File: config.mk
export PLATFORM = sky130hd
export DESIGN_NAME = line_buffer_ctrl
export DESIGN_NICKNAME = d
export VERILOG_FILES = /design/src/rtl/line_buffer_ctrl.sv
export SDC_FILE = /design/constraint.sdc
export NUM_CORES = 1
export LEC_CHECK = 0
export CORE_UTILIZATION = 67
export DETAILED_ROUTE_END_ITERATION = 12
export DONT_BUFFER_PORTS = 1
export GPL_TIMING_DRIVEN = 0
export PLACE_DENSITY = 0.92
export REMOVE_ABC_BUFFERS = 1
export SYNTH_ARGS = -nofsm -noshare
export SYNTH_HDL_FRONTEND = slang
export SYNTH_SLANG_ARGS = --single-unit
File: constraint.sdc
create_clock -name clk -period 3.2 [get_ports clk]
set_input_delay 0.64 -clock clk [delete_from_list [all_inputs] [get_ports clk]]
set_output_delay 0.64 -clock clk [all_outputs]
set_load 0.03 [all_outputs]
File: src/rtl/line_buffer_ctrl.sv
// line_buffer_ctrl: frame/line sequencing, ping-pong write enables and window-valid for two row buffers
module line_buffer_ctrl #(
    parameter int ADDR_WIDTH = 11,
    parameter int MAX_WIDTH  = 1920
) (
    input  logic                  clk,
    input  logic                  n_rst,
    input  logic                  i_vid_VDE,
    input  logic                  i_vid_vsync,
    input  logic [3:0]            sw,
    output logic [1:0]            o_wea,
    output logic [ADDR_WIDTH-1:0] o_addr,
    output logic                  o_sel,
    output logic [ADDR_WIDTH-1:0] o_col,
    output logic [ADDR_WIDTH-1:0] o_row,
    output logic                  o_win_valid,
    output logic [3:0]            o_mode,
    output logic [ADDR_WIDTH-1:0] o_line_len,
    output logic                  o_ovf
);
    typedef enum logic [1:0] {S_SYNC, S_BLANK, S_ACTIVE, S_SKIP} state_t;
    localparam logic [ADDR_WIDTH-1:0] MAXW = ADDR_WIDTH'(MAX_WIDTH);
    localparam logic [ADDR_WIDTH-1:0] TWO  = ADDR_WIDTH'(2);
    state_t                state;
    logic                  vsync_q;
    logic [ADDR_WIDTH-1:0] col;
    logic [ADDR_WIDTH-1:0] row;
    logic                  vsync_rise;
    logic                  in_frame;
    logic                  room;
    logic                  accept;
    assign vsync_rise  = i_vid_vsync & ~vsync_q;
    assign in_frame    = state != S_SYNC;
    assign room        = col < MAXW;
    assign accept      = i_vid_VDE & in_frame & ~vsync_rise & room;
    // o_sel names the row N-1 buffer, so the write buffer is its complement
    assign o_wea       = accept ? (o_sel ? 2'b01 : 2'b10) : 2'b00;
    assign o_win_valid = accept & (row >= TWO) & (col >= TWO);
    assign o_addr      = col;
    assign o_col       = col;
    assign o_row       = row;
    always_ff @(posedge clk or negedge n_rst) begin
        if (!n_rst) begin
            state      <= S_SYNC;
            vsync_q    <= 1'b0;
            col        <= '0;
            row        <= '0;
            o_sel      <= 1'b0;
            o_mode     <= 4'd0;
            o_line_len <= '0;
            o_ovf      <= 1'b0;
        end else begin
            vsync_q <= i_vid_vsync;
            if (vsync_rise) begin
                state  <= S_BLANK;
                col    <= '0;
                row    <= '0;
                o_sel  <= 1'b1;
                o_mode <= sw;
            end else if (in_frame) begin
                if (i_vid_VDE) begin
                    if (room) begin
                        col   <= col + 1'b1;
                        state <= S_ACTIVE;
                    end else begin
                        o_ovf <= 1'b1;
                        state <= S_SKIP;
                    end
                end else if (state == S_ACTIVE || state == S_SKIP) begin
                    o_line_len <= col;
                    col        <= '0;
                    o_sel      <= ~o_sel;
                    row        <= (&row) ? row : row + 1'b1;
                    state      <= S_BLANK;
                end
            end
        end
    end
endmodule

==> results.md <==
* Outcome: complete, no violations
* Buffers added on ports at 0
* Initial antenna violation count at 0
* Critical path peak fanout at 9
* Logic gate share of total power at 13.4%
* First-pass GRT wire length at 6.844 mm
* Cell row count at 20
* I/O pin count at 61
* CTS max path bufs at 2
* Die H at 58.58 um
* Hpwl dp at 2.968 mm
* Num Clock Sinks at 42
* Final hold violation count at 0
* Post-synth EDFFs at 0
* Met2 track utilization from global routing at 44.33%
* RSZ-0062 raised after global routing: false
* RePlAce Congestion at 0.9254
* Final WL at 4.374 mm
* GR Util met3 at 9.231%
* HP Class: in -> async
* Max Clk Rate at 325.4 MHz
* Flops & latches, synth at 42
* Ys Warns at 0
* Peak VDD IR at 353.2 uV
* Switch share at 35.26%
* Die X at 58.58 um
* Syn Inst Count at 211
* Nets at 212
* CP Capture Type: output port
* GRT busiest layer: met2
* Reported max-cap violation count at 0
* Ys flop type: dfrtp_1
* Crit path DAT at 2430 ps
* Clock Root Buffer: clkbuf_4
* Vias per cell at 6.488
* Final Util at 71.11%
* Area of the mapped netlist at 2145 um2
* Initial DRC count at 76
* Routed Antenna Nets at 0
* CTS buffer count at 5
* Commonest non-fill, non-tap cell in the layout: dfrtp_1
* N_diodes at 0
* Die Footprint at 3431 um2
* Static Leak at 1.003 nW
* DRT Pass-1 Iters at 4
* Area grow syn2layout at 1.225%
* Seq pwr share at 59.4%
* Async S/R FF share, synth at 100.0%
* Vias at 1596
* Clock share of power at 27.2%
* Core Area at 3053 um2
* CTS tree: yes
* DRC violations left at 0
* Wire length per cell at 17.78 um
* GRT met1 Usage at 34.27%
* Slew of the pin with the lowest slew margin at 1015 ps
* Cell variety after synth at 36
* Most frequent cells in the layout: 42 x dfrtp_1, 32 x nand2_1, 14 x or3_1, 13 x a21oi_1, 11 x nand3_1
* CTS H-tree lvls at 2
* Worst path max stage delay at 680 ps
* Switch Pwr at 0.4356 mW
* GRT Total Usage at 27.41%
* Layout cells sized above 1 at 13.86%
* Cell Int Power at 0.7998 mW
* Crit start category: flop
* CP Cell Sequence: and4_1 -> or3_1 -> nor3_2
* Vias in the first global route at 1493
* TNS Setup at 0 ps
* CP max-delay cell: dfrtp_1
* GRT overflow at 0
* Final period util at 96.03%
* Sequential area share after synthesis at 49.01%
* Synthesized area per cell at 10.16 um2
* Largest net degree at the start of global routing at 43
* Clock latency on the worst-skew pair at 360 ps
* Final setup vio count at 0
* PwrDens at 569.1 nW/um2
* Tmin final at 3073 ps
* Critical path type: reg -> out
* Clock Skew at 10.79 ps
* Fillers at 236
* Clock slew at reported path FFs at 120 ps
* Initial Utilization at 70.25%
* Total setup buffers inserted after CTS at 0
* Pins Over Slew Limit at 0
* Relative slew slack at 32.03%
* Req. time, crit path at 2560 ps
worst paths after layout:
check,start,end,slack (ps),cells after the start
setup / recovery,o_addr[8]$_DFFE_PN0P_,o_win_valid,130,3
setup reg to reg,o_row[1]$_DFFE_PN0P_,o_row[7]$_DFFE_PN0P_,1160,5
hold reg to reg,state[0]$_DFFE_PN0P_,state[0]$_DFFE_PN0P_,590,2
hold / removal,n_rst,o_row[6]$_DFFE_PN0P_,100,1
max in group asynchronous,n_rst,o_row[0]$_DFFE_PN0P_,2890,1
min in group clk,i_vid_vsync,vsync_q$_DFF_PN0_,290,0
area by class of cell:
type,count,area (um2),area share (%)
clock buffers,5,37.54,1.729
clock inverters,3,40.04,1.844
inverters,3,11.26,0.5187
multi-input cells,148,955.9,44.03
flip-flops and latches,42,1051,48.42
well taps,44,55.05,2.536
repair buffers,1,20.02,0.9222
through the flow:
stage / hold slack, ps / cell area [um2] / total power [mW] / std cells / setup WS (ps)
6_report: 104.7 / 2171 / 1.235 / 246 / 127.0
5_1_grt: 103.9 / 2171 / 1.285 / 246 / 9.903
4_1_cts: 107.4 / 2171 / 1.240 / 246 / 109.4
3_5_place_dp: 345.2 / 2068 / 0.8912 / 237 / 240.1
3_3_place_gp: 345.3 / 2066 / 0.8782 / 237 / 123.3
2_1_floorplan: 344.4 / 2011 / 0.8480 / 193 / 457.5
layer usage:
metal / vias up / wire (um)
met4: 0 / 95
met2: 88 / 2171
met5: - / 0
met1: 768 / 1745
met3: 14 / 362
li1: 726 / -
power groups by stage:
stage | Clock, mW | Combinational (mW) | Sequential, mW
final | 0.335 | 0.166 | 0.734
after global routing | 0.360 | 0.182 | 0.742
after CTS | 0.340 | 0.166 | 0.734
after detailed placement | 0 | 0.148 | 0.743
after global placement | 0 | 0.138 | 0.740
after floorplan | 0 | 0.119 | 0.729
critical path: cells and delay by family (launching register included):
family	cells	cell delay (ps)
simple gates	3	1400
flops	1	680
logic make-up (layout without fill, tap and decap cells):
kind of cell             count (synthesis)  after routing  share of synthesized area, %
AND/OR/NAND/NOR                         93             93                         23.16
multiplexers                            19             19                         9.452
XOR/XNOR                                 2              2                        0.8170
buffers and inverters                   21             12                         6.768
adder cells (fa/ha/maj)                  3              3                         1.750
AO/OA/AOI/OAI                           31             31                         9.042
flip-flops                              42             42                         49.01
sequential cells by signal (all words and copies together), names as in the netlist:
signal and count:
vsync_q 1, state 2, o_ovf 1, o_row 11, o_addr 11, o_sel 1, o_mode 4, o_line_len 11
synthesized netlist by cell type, types with 3 or more instances:
master / number / area share [%]
nand2_1: 32 / 5.6
and3_1: 4 / 1.2
nor3_1: 3 / 0.70
nand3_1: 11 / 2.6
nor4_1: 7 / 2.0
mux2_2: 10 / 5.3
o21ai_0: 9 / 2.1
buf_6: 3 / 1.6
a21oi_1: 13 / 3.0
mux2i_1: 9 / 4.2
inv_1: 3 / 0.53
ha_1: 3 / 1.8
dfrtp_1: 42 / 49
or3_1: 14 / 4.1
buf_4: 11 / 3.9
nor2_1: 6 / 1.1
and2_1: 3 / 0.88
what timing repair did:
item,4_1_cts,5_1_grt
gates resized for setup,1,0
endpoints found under the setup margin,1,0
hold buffers,1,0
endpoints found under the hold margin,42,0
(Power assumes the default switching activity.)
